## config.mk

```make
export PLATFORM = sky130hd
export DESIGN_NAME = mem_stage_ctrl
export DESIGN_NICKNAME = d
export VERILOG_FILES = /design/src/rtl/mem_pkg.sv /design/src/rtl/mem_lane_align.sv /design/src/rtl/mem_stage_ctrl.sv
export SDC_FILE = /design/constraint.sdc
export NUM_CORES = 1
export LEC_CHECK = 0
export ABC_CLOCK_PERIOD_IN_PS = 2800
export BUFFER_PORTS_ARGS = -buffer_cell sky130_fd_sc_hd__buf_2
export CORE_MARGIN = 5
export CORE_UTILIZATION = 50
export DETAILED_ROUTE_END_ITERATION = 12
export GPL_ROUTABILITY_DRIVEN = 0
export PLACE_DENSITY = 0.84
export SLEW_MARGIN = 20
export SYNTH_ARGS = -nofsm -noshare
export SYNTH_HDL_FRONTEND = slang
export SYNTH_SLANG_ARGS = --single-unit
```

## constraint.sdc

```tcl
create_clock -name clock -period 2.8 [get_ports clock]
set_clock_uncertainty 0.15 [all_clocks]
set_input_delay 0.14 -clock clock [delete_from_list [all_inputs] [get_ports clock]]
set_output_delay 0.14 -clock clock [all_outputs]
set_load 0.1 [all_outputs]
```

## src/rtl/mem_pkg.sv

```systemverilog
// Shared encodings for the memory stage: FSM states, RISC-V opcodes/funct3 and access sizing.
package mem_pkg;

    typedef enum logic [1:0] {IDLE = 2'd0, BUSY = 2'd1, HOLD = 2'd2} state_t;
    typedef enum logic [1:0] {SZ_B = 2'd0, SZ_H = 2'd1, SZ_W = 2'd2, SZ_D = 2'd3} size_t;

    localparam logic [6:0] LOAD     = 7'b0000011;
    localparam logic [6:0] STORE    = 7'b0100011;
    localparam logic [6:0] BRANCH   = 7'b1100011;
    localparam logic [6:0] MISC_MEM = 7'b0001111;

    localparam logic [2:0] LB  = 3'd0;
    localparam logic [2:0] LH  = 3'd1;
    localparam logic [2:0] LW  = 3'd2;
    localparam logic [2:0] LD  = 3'd3;
    localparam logic [2:0] LBU = 3'd4;
    localparam logic [2:0] LHU = 3'd5;
    localparam logic [2:0] LWU = 3'd6;
    localparam logic [2:0] SB  = 3'd0;
    localparam logic [2:0] SH  = 3'd1;
    localparam logic [2:0] SW  = 3'd2;
    localparam logic [2:0] SD  = 3'd3;

    localparam logic MEM_READ  = 1'b0;
    localparam logic MEM_WRITE = 1'b1;

    // Anything not legal for the configured width falls back to a word access.
    function automatic size_t accessSize(input logic [2:0] funct3, input logic store, input logic wide);
        size_t size;
        size = SZ_W;
        if (store) begin
            case (funct3)
                SB:      size = SZ_B;
                SH:      size = SZ_H;
                SW:      size = SZ_W;
                SD:      size = wide ? SZ_D : SZ_W;
                default: size = SZ_W;
            endcase
        end else begin
            case (funct3)
                LB, LBU: size = SZ_B;
                LH, LHU: size = SZ_H;
                LW, LWU: size = SZ_W;
                LD:      size = wide ? SZ_D : SZ_W;
                default: size = SZ_W;
            endcase
        end
        return size;
    endfunction

    function automatic logic isUnsignedLoad(input logic [2:0] funct3, input logic store, input logic wide);
        return !store && (funct3 == LBU || funct3 == LHU || (funct3 == LWU && wide));
    endfunction

endpackage

```

## src/rtl/mem_lane_align.sv

```systemverilog
// Combinational lane steering: byte enables, replicated store data, extended load data, misalign flag.
module mem_lane_align
    import mem_pkg::*;
#(
    parameter int XLEN = 32,
    localparam int BE_W = XLEN / 8,
    localparam int OFF_W = $clog2(XLEN / 8)
) (
    input  logic [2:0]       funct3,
    input  logic             store,
    input  logic [OFF_W-1:0] offset,
    input  logic [XLEN-1:0]  wdata,
    input  logic [XLEN-1:0]  rdata,
    output logic [BE_W-1:0]  be,
    output logic [XLEN-1:0]  wdataRep,
    output logic [XLEN-1:0]  rdataExt,
    output logic             misaligned
);

    localparam logic WIDE = (XLEN == 64);

    size_t            size;
    logic [OFF_W-1:0] lane;
    logic [XLEN-1:0]  shifted;
    logic [XLEN-1:0]  upper;
    logic [6:0]       shamt;

    // Offsets are truncated to the access width so enables always stay inside one aligned unit.
    always_comb begin
        size       = accessSize(funct3, store, WIDE);
        lane       = '0;
        be         = '1;
        wdataRep   = wdata;
        misaligned = 1'b0;
        shamt      = 7'd0;
        case (size)
            SZ_B: begin
                lane     = offset;
                be       = BE_W'(1) << offset;
                wdataRep = {BE_W{wdata[7:0]}};
                shamt    = 7'(XLEN - 8);
            end
            SZ_H: begin
                lane       = offset & ~OFF_W'(1);
                be         = BE_W'(3) << lane;
                wdataRep   = {(BE_W / 2){wdata[15:0]}};
                misaligned = offset[0];
                shamt      = 7'(XLEN - 16);
            end
            SZ_W: begin
                lane       = offset & ~OFF_W'(3);
                be         = BE_W'(15) << lane;
                wdataRep   = {(BE_W / 4){wdata[31:0]}};
                misaligned = |offset[1:0];
                shamt      = 7'(XLEN - 32);
            end
            default: begin
                lane       = '0;
                be         = '1;
                wdataRep   = wdata;
                misaligned = |offset;
                shamt      = 7'd0;
            end
        endcase
        shifted = rdata >> {lane, 3'b000};
        upper   = shifted << shamt;
        if (isUnsignedLoad(funct3, store, WIDE))
            rdataExt = upper >> shamt;
        else
            rdataExt = $signed(upper) >>> shamt;
    end

endmodule

```

## src/rtl/mem_stage_ctrl.sv

```systemverilog
// Memory-stage controller: execute handshake, req/ack data port, valid/ready writeback.
// Optional build macro MEM_STAGE_MISALIGN_TRAP_EN turns misaligned accesses into exceptions.
module mem_stage_ctrl
    import mem_pkg::*;
#(
    parameter int XLEN = 32,
    parameter int ADDR_W = 32,
    localparam int BE_W = XLEN / 8
) (
    input  logic              clock,
    input  logic              reset,
    input  logic              in_valid,
    output logic              in_ready,
    input  logic [31:0]       inst,
    input  logic [ADDR_W-1:0] addr,
    input  logic [XLEN-1:0]   wdata,
    output logic              mem_req,
    output logic              mem_we,
    output logic [ADDR_W-1:0] mem_addr,
    output logic [BE_W-1:0]   mem_be,
    output logic [XLEN-1:0]   mem_wdata,
    input  logic              mem_ack,
    input  logic [XLEN-1:0]   mem_rdata,
    output logic              out_valid,
    input  logic              out_ready,
    output logic [31:0]       out_inst,
    output logic [4:0]        out_rd,
    output logic              out_rd_we,
    output logic [XLEN-1:0]   out_data,
    output logic              out_exc
);

    localparam int OFF_W = $clog2(BE_W);

    state_t           state;
    logic [31:0]      curInst;
    logic [2:0]       curF3;
    logic             curStore;
    logic [OFF_W-1:0] curOff;

    logic             isLoad, isStoreOp, isMem, accept, trap;
    logic [2:0]       alF3;
    logic             alStore;
    logic [OFF_W-1:0] alOff;
    logic [BE_W-1:0]  alBe;
    logic [XLEN-1:0]  alWdata, alRdata;
    logic             alMis;

    assign isLoad    = (inst[6:0] == LOAD);
    assign isStoreOp = (inst[6:0] == STORE);
    assign isMem     = isLoad || isStoreOp;
    assign in_ready  = (state == IDLE) && (!out_valid || out_ready);
    assign accept    = in_valid && in_ready;

    // The aligner sees the incoming instruction while idle and the captured one while waiting on memory.
    assign alF3    = (state == IDLE) ? inst[14:12]           : curF3;
    assign alStore = (state == IDLE) ? isStoreOp             : curStore;
    assign alOff   = (state == IDLE) ? addr[OFF_W-1:0]       : curOff;

    mem_lane_align #(.XLEN(XLEN)) align (
        .funct3    (alF3),
        .store     (alStore),
        .offset    (alOff),
        .wdata     (wdata),
        .rdata     (mem_rdata),
        .be        (alBe),
        .wdataRep  (alWdata),
        .rdataExt  (alRdata),
        .misaligned(alMis)
    );

`ifdef MEM_STAGE_MISALIGN_TRAP_EN
    assign trap = alMis;
`else
    // Misaligned accesses simply proceed aligned-down, so the flag is never acted on.
    assign trap = alMis & 1'b0;
`endif

    always_ff @(posedge clock) begin
        if (reset) begin
            state     <= IDLE;
            curInst   <= '0;
            curF3     <= '0;
            curStore  <= 1'b0;
            curOff    <= '0;
            mem_req   <= 1'b0;
            mem_we    <= MEM_READ;
            mem_addr  <= '0;
            mem_be    <= '0;
            mem_wdata <= '0;
            out_valid <= 1'b0;
            out_inst  <= '0;
            out_rd    <= '0;
            out_rd_we <= 1'b0;
            out_data  <= '0;
            out_exc   <= 1'b0;
        end else begin
            case (state)
                IDLE: begin
                    if (out_valid && out_ready)
                        out_valid <= 1'b0;
                    if (accept) begin
                        curInst  <= inst;
                        curF3    <= inst[14:12];
                        curStore <= isStoreOp;
                        curOff   <= addr[OFF_W-1:0];
                        if (isMem && trap) begin
                            out_valid <= 1'b1;
                            out_exc   <= 1'b1;
                            out_rd_we <= 1'b0;
                            out_data  <= XLEN'(addr);
                            out_inst  <= inst;
                            out_rd    <= inst[11:7];
                        end else if (isMem) begin
                            state     <= BUSY;
                            mem_req   <= 1'b1;
                            mem_we    <= isStoreOp ? MEM_WRITE : MEM_READ;
                            mem_addr  <= {addr[ADDR_W-1:OFF_W], OFF_W'(0)};
                            mem_be    <= alBe;
                            mem_wdata <= alWdata;
                        end else begin
                            out_valid <= 1'b1;
                            out_exc   <= 1'b0;
                            out_data  <= wdata;
                            out_inst  <= inst;
                            out_rd    <= inst[11:7];
                            out_rd_we <= !(inst[6:0] == BRANCH || inst[6:0] == STORE ||
                                           inst[6:0] == MISC_MEM) && (inst[11:7] != 5'd0);
                        end
                    end
                end
                BUSY: begin
                    if (mem_ack) begin
                        mem_req   <= 1'b0;
                        out_valid <= 1'b1;
                        out_exc   <= 1'b0;
                        out_inst  <= curInst;
                        out_rd    <= curInst[11:7];
                        out_rd_we <= !curStore && (curInst[11:7] != 5'd0);
                        out_data  <= curStore ? '0 : alRdata;
                        state     <= out_ready ? IDLE : HOLD;
                    end
                end
                HOLD: begin
                    if (out_ready) begin
                        out_valid <= 1'b0;
                        state     <= IDLE;
                    end
                end
                default: state <= IDLE;
            endcase
        end
    end

endmodule

```

# --- Yosys cells after proc, flatten, opt, wreduce, memory -nomap -nowiden ---
# Cells that the tools add are included.
word_totals:
  ff_bits: 180
  out_inout_bits: 143
  input_bits: 133
  word_cells: 115
classes:
  reduce_logical: 30
  n_eq_ne: 15
  mux: 48
  shift: 6
ops:
  columns: ["cell", "count"]
  rows:
  - ["32-bit 2-to-1 mux", 8]
  - ["32-bit case mux with 2 select lines", 3]
  - ["32-bit by 5-bit >> shifter with 32-bit output", 2]
  - ["32-bit by 5-bit left shift with 32-bit output", 1]
  - ["32-bit by 5-bit >>> shifter with 32-bit output", 1]
  - ["5-bit case mux with 2 select lines", 2]
  - ["1-bit 2-to-1 mux", 15]
  - ["5-bit 2-to-1 mux", 3]
  - ["2-bit 2-to-1 mux", 7]
  - ["2-bit case mux with 2 select lines", 3]
  - ["4-bit AND reduction", 3]
  - ["2-bit inequality test (second input constant)", 5]
  - ["5-bit nonzero test", 2]
  - ["4-bit case mux with 2 select lines", 1]
  - ["7-bit by 2-bit equality test with 1-bit output (second input constant)", 1]
  - ["7-bit by 4-bit equality test with 1-bit output (second input constant)", 1]
  - ["7-bit by 6-bit equality test with 1-bit output (second input constant)", 1]
  - ["7-bit equality test (second input constant)", 1]
  - ["3-bit equality test (second input constant)", 2]
  - ["1-bit logical AND", 6]
  - ["1-bit case mux with 2 select lines", 3]
  - ["2-bit case mux with 3 select lines", 1]
  - ["3-bit AND reduction", 2]
  - ["1-bit logical OR", 5]
  - ["other kinds (14)", 20]

# --- Logic depth before layout (Yosys ltp) ---
logic_depth:
  word_depth: 15
  mapped_depth: 11
  ltp_nobuf: 8

# --- Modules after synthesis ---
# A second synthesis with hierarchy kept.
hier_totals:
  hier_cells: 1017
  area_unflattened_um2: 8261.7
by_module_without_submodules:
  columns: ["module", "cells_each", "seq_area_each_um2", "area_per_inst_um2", "instances"]
  rows:
  - ["mem_stage_ctrl", 821, 3423.3, 7131.8, 1]
  - ["mem_lane_align", 196, 0.0, 1129.8, 1]

# --- Least setup slack after synthesis ---
# OpenSTA, ideal clock, no wires.
synth_path:
  path_type: "flip-flop to output port"
  startpoint: "register state[0]"
  endpoint: "output port in_ready"
  required_time_ps: 2510
  path_stages_with_launch: 7
  path_slack_ps: -129
  path_buffers: 3
  t_arrival_ps: 2639
  cell_sequence: "dfxtp_1 > inv_1 > ha_1 > buf_4 > buf_4 > clkbuf_1 > nor2b_1"
synth_via:
  elab_chain_len: 2
synth_lines:
  columns: ["item", "line", "source"]
  rows:
  - ["from (decl)", "mem_stage_ctrl.sv:35", "state_t state;"]
  - ["from (signal assigned)", "mem_stage_ctrl.sv:141", "state <= out_ready ? IDLE : HOLD;"]
  - ["2-bit logical NOT", "mem_stage_ctrl.sv:52", "assign in_ready = (state == IDLE) && (!out_valid || out_ready);"]
  - ["1-bit logical AND", "mem_stage_ctrl.sv:52", null]
  - ["to (decl)", "mem_stage_ctrl.sv:13", "output logic in_ready,"]
# Every way passes these cells.

# --- Worst setup path after layout ---
layout_path:
  startpoint: "register state[0]"
  endpoint: "register out_data[5]"
layout_via:
  elab_chain_len: 15
  word_cells_on_any_way: 36
  cone_classes: "8 x eq/ne; 4 x shift; 12 x mux; 12 x reduce/logical"
layout_lines:
  columns: ["item", "line", "source"]
  rows:
  - ["2-bit logical NOT", null, null]
  - ["3-bit 2-to-1 mux", "mem_stage_ctrl.sv:56", "assign alF3 = (state == IDLE) ? inst[14:12] : curF3;"]
  - ["3-bit by 1-bit equality test with 1-bit output, or another cell as far along", "mem_pkg.sv:32, mem_pkg.sv:40", null]
  - ["2-bit OR reduction", "mem_pkg.sv:40", "case (funct3)"]
  - ["2-bit case mux with 2 select lines", "mem_pkg.sv:40", null]
  - ["2-bit 2-to-1 mux", "mem_pkg.sv:31", "if (store) begin"]
  - ["2-bit by 1-bit equality test with 1-bit output / 2-bit logical NOT (equally long branches)", "mem_lane_align.sv:36", "case (size)"]
  - ["2-bit case mux with 2 select lines", "mem_lane_align.sv:36", null]
  - ["32-bit by 5-bit >> shifter with 32-bit output", "mem_lane_align.sv:65", "shifted = rdata >> {lane, 3'b000};"]
  - ["32-bit by 5-bit left shift with 32-bit output", "mem_lane_align.sv:66", "upper = shifted << shamt;"]
  - ["32-bit by 5-bit >>> shifter with 32-bit output / 32-bit by 5-bit >> shifter with 32-bit output (equally long branches)", "mem_lane_align.sv:70, mem_lane_align.sv:68", null]
  - ["32-bit 2-to-1 mux", "mem_lane_align.sv:67", "if (isUnsignedLoad(funct3, store, WIDE))"]
  - ["32-bit 2-to-1 mux", "mem_stage_ctrl.sv:140", "out_data <= curStore ? '0 : alRdata;"]
  - ["32-bit 2-to-1 mux", "mem_stage_ctrl.sv:133", "if (mem_ack) begin"]
  - ["32-bit case mux with 2 select lines", "mem_stage_ctrl.sv:98", "case (state)"]
  - ["to (signal assigned)", "mem_stage_ctrl.sv:111", "out_data <= XLEN'(addr);"]
  - ["to (signal assigned)", "mem_stage_ctrl.sv:124", "out_data <= wdata;"]
  - ["to (signal assigned)", "mem_stage_ctrl.sv:140", null]
  - ["to (decl)", "mem_stage_ctrl.sv:29", "output logic [XLEN-1:0] out_data,"]
# Parallel ways exist; a longest one is shown, timed or not. The select of a mux whose other input is x is not followed.
# A chain may end at the register's enable or synchronous reset.

==> flow_summary_export.csv <==
group,metric,value,unit
status,status,"finished clean",
synthesis,syn_area,0.00790,sq mm
die,fp.dieH,136,um
global_route,busiest_layer,"met2",
final_layout,multiInputGateArea,0.00405,sq mm
drt,route.vias.total,8977,
synthesis,synth_area_per_cell,8.01,sq um
drt,wl,29.2,mm
worst_setup_path,path_max_fanout,18,
worst_setup_path,arrival,2.78,ns
clocking,clock_latency,0.43,ns
worst_setup_path,path_common_cell,"buf_4",
pwr,comb_power_share,41.0,%
synthesis,synth_cell_type_count,53,
clocking,htreeDepth,4,
drt,drt_first_iter_violations,763,
timing,setup_violations,0,
pwr,finalPower,8.99,mW
global_route,grt_usage,30.5,%
drt,ant_nets,0,
synthesis,async_flop_share,0,%
synthesis,yosys_warnings,0,
die,fp.dieW,136,um
drt,drt_pre_antenna_iters,5,
final_layout,diodes,0,
placement,dp_hpwl,19.8,mm
worst_setup_path,start_kind,"flip-flop",
pwr,total_leakage_power,4.87,nW
worst_setup_path,critical_path.slowest_cell,"or3_1",
timing,worst_pin_slew,0.703,ns
timing,rsz0062_at_grt,"false",
pwr,power_density,792,mW/mm^2
global_route,use_met3,7.02,%
worst_setup_path,endpoint_kind,"flip-flop",
timing,finalHoldViolCount,0,
final_layout,seqCellArea,0.00342,sq mm
global_route,gr-total-overflow,0,
die,core_area,0.0157,sq mm
synthesis,synth_seq_cells,171,
synthesis,ys_top_cells_by_area,"dfxtp_1 (43%), nand2_1 (9.7%), a21oi_1 (7.5%), mux2i_1 (6.3%), a211oi_1 (5.2%)",
clocking,cts_root_buffer,"clkbuf_16",
drt,wl_per_cell,18.5,um
die,rows,46,
clocking,cts.sinks,171,
worst_hold_path,hp-class,"in -> reg",
timing,relSlewSlack,53.1,%
final_layout,final_layout_size_suffix_gt1_share,26.2,%
synthesis,synth_top_area_share,43.3,%
worst_setup_path,path_cells,"inv_1 -> ha_1 -> buf_4 -> mux2_2 -> buf_4 -> or3_1 -> o21ai_0 -> o22ai_1",
worst_setup_path,required,2.94,ns
die,die-area,0.0184,sq mm
global_route,met1_usage,36.4,%
timing,maxSlewViolCount,0,
global_route,grt_pass1_wl,44.6,mm
pwr,p_clk_share,27.4,%
pwr,internal_power,5.07,mW
final_layout,fill_cells,1218,
die,initial_core_util,50.3,%
synthesis,synth_cells,986,
global_route,use_met2,50.9,%
synthesis,synth_edf_count,0,
pwr,ir_drop,0.651,mV
clocking,cts_tree,"done",
synthesis,synth-main-ff-cell,"dfxtp_1",
clocking,clkSlewWorstSetupHoldPaths,0.06,ns
worst_setup_path,cp.buffers_inverters,3,
job,cap_violations,0,
synthesis,yosys.area.top_type,"dfxtp_1",
timing,period_needed,2.64,ns
pwr,seq_power_share,31.5,%
drt,vias_per_cell,5.68,
clocking,post_cts_buffers,0,
timing,fmax,379,MHz
global_route,antenna_found_initial,0,
timing,min_period_over_period,94.2,%
final_layout,areaGrowthSynthToFinish,43.7,%
worst_setup_path,critPathKind,"reg -> reg",
pwr,power.switching,3.92,mW
clocking,numCtsBuffers,17,
placement,port_buffers,272,
clocking,clock_path_buffers,2,
die,pin_count,276,
final_layout,final_nets,1490,
pwr,p_sw_share,43.6,%
worst_setup_path,cpLargestDelayFamily,"buffers and inverters",
global_route,grt_max_degree,65,
drt,drc,0,
worst_setup_path,max_stage_delay,0.47,ns
timing,setup_tns,0,ns
synthesis,seq_area_frac_synth,43.3,%
timing,hold_ws,0.0977,ns
global_route,grt_pass1_vias,8606,
[repair_timing]
| item | in CTS | in global routing |
|---|---|---|
| hold endpoints to repair | 160 | 0 |
| endpoints found under the setup margin | 0 | 2 |
| hold buffers | 130 | 0 |
| gates resized for setup | 0 | 3 |
[Yosys cell counts, types with 4 or more instances]
| master | number |
|---|---|
| o21ai_1 | 5 |
| clkbuf_1 | 49 |
| and3_1 | 8 |
| a211oi_1 | 55 |
| nand3_1 | 17 |
| a221oi_1 | 5 |
| a21oi_1 | 119 |
| dfxtp_1 | 171 |
| nor2b_1 | 4 |
| ha_1 | 5 |
| inv_1 | 11 |
| o211ai_1 | 24 |
| nand2_1 | 204 |
| mux2i_1 | 50 |
| a311oi_1 | 24 |
| o21ai_0 | 38 |
| nor2_1 | 97 |
| nand2b_1 | 7 |
| o22ai_1 | 9 |
| buf_2 | 23 |
| nor3_1 | 8 |
| buf_4 | 14 |
[cell usage in the layout (no fill, tap or decap), types with 9 or more instances in the layout]
master | synthesis | final
nand3_1 | 17 | 16
clkbuf_16 | 0 | 17
o21ai_0 | 38 | 37
mux2i_1 | 50 | 50
a21oi_1 | 119 | 119
buf_2 | 23 | 271
a211oi_1 | 55 | 55
nand2_1 | 204 | 204
inv_1 | 11 | 11
o211ai_1 | 24 | 24
dfxtp_1 | 171 | 171
nor2_1 | 97 | 95
buf_4 | 14 | 30
a311oi_1 | 24 | 23
dlygate4sd3_1 | 0 | 130
o22ai_1 | 9 | 9
[area by class of cell]
cell class	instances	area share (%)
Clock buffer	24	4.24
Clock inverter	8	1.17
Inverter	12	0.397
Timing Repair Buffer	435	26.0
Sequential cell	171	30.2
Multi-Input combinational cell	715	35.6
Tap cell	216	2.38
[state kept, by name (all words and copies together), names as in the netlist, 2 cells and up]
register and flops:
out_data 32, out_inst 32, curInst 32, curOff 2, mem_addr 30, state 2, mem_wdata 32, mem_be 4
[worst paths after layout]
path         slack (ns)  cells after the start          from           end
max                0.16                      8      state[0]   out_data[5]
min                 0.1                      2         reset    curInst[6]
max reg2reg        0.16                      8      state[0]   out_data[5]
min reg2reg        0.30                      2  mem_addr[30]  mem_addr[30]
[per-stage QoR]
stage          instances  worst slack, ns  util (%)  area [sq um]
2_1_floorplan        988            0.168         -          7910
3_3_place_gp        1419            0.304      60.0          9420
3_5_place_dp        1419            0.222      60.0          9420
4_1_cts             1581            0.193      72.2         11300
5_1_grt             1581           0.0167      72.2         11400
6_report            1581            0.161      72.2         11400
[worst reg2reg max path, stage by stage, from the launching register on]
cell	delay, ns
dfxtp_1	0.35
inv_1	0.13
ha_1	0.24
buf_4	0.25
mux2_2	0.39
buf_4	0.20
or3_1	0.48
o21ai_0	0.22
o22ai_1	0.11
[power groups by stage]
| stage | combinational [mW] | clock (mW) | sequential (mW) |
|---|---|---|---|
| 2_1_floorplan | 1.39 | 0 | 4.24 |
| 3_3_place_gp | 3.45 | 0 | 2.87 |
| 3_5_place_dp | 3.49 | 0 | 2.88 |
| 4_1_cts | 3.64 | 2.50 | 2.83 |
| 5_1_grt | 3.87 | 2.61 | 2.86 |
| 6_report | 3.69 | 2.47 | 2.83 |
[cells by family (layout without fill, tap and decap cells)]
group                      after synthesis  in the layout  share of synthesized area (%)
AOI/OAI and AO/OA                      296            296                           24.1
buffers and inverters                  102            479                           6.07
DFF                                    171            171                           43.3
muxes                                   52             52                           6.76
other                                    1              3                         0.0475
and+or+nand+nor                        359            359                           18.9
adders and majority gates                5              5                          0.792
[layer usage]
| layer | part of all wire, % | vias to the layer above |
|---|---|---|
| li1 | - | 4183 |
| met1 | 37 | 4150 |
| met2 | 48 | 532 |
| met3 | 9.6 | 112 |
| met4 | 5.2 | 0 |
| met5 | 0 | - |
Note: power is estimated with default switching activity, not from simulation.
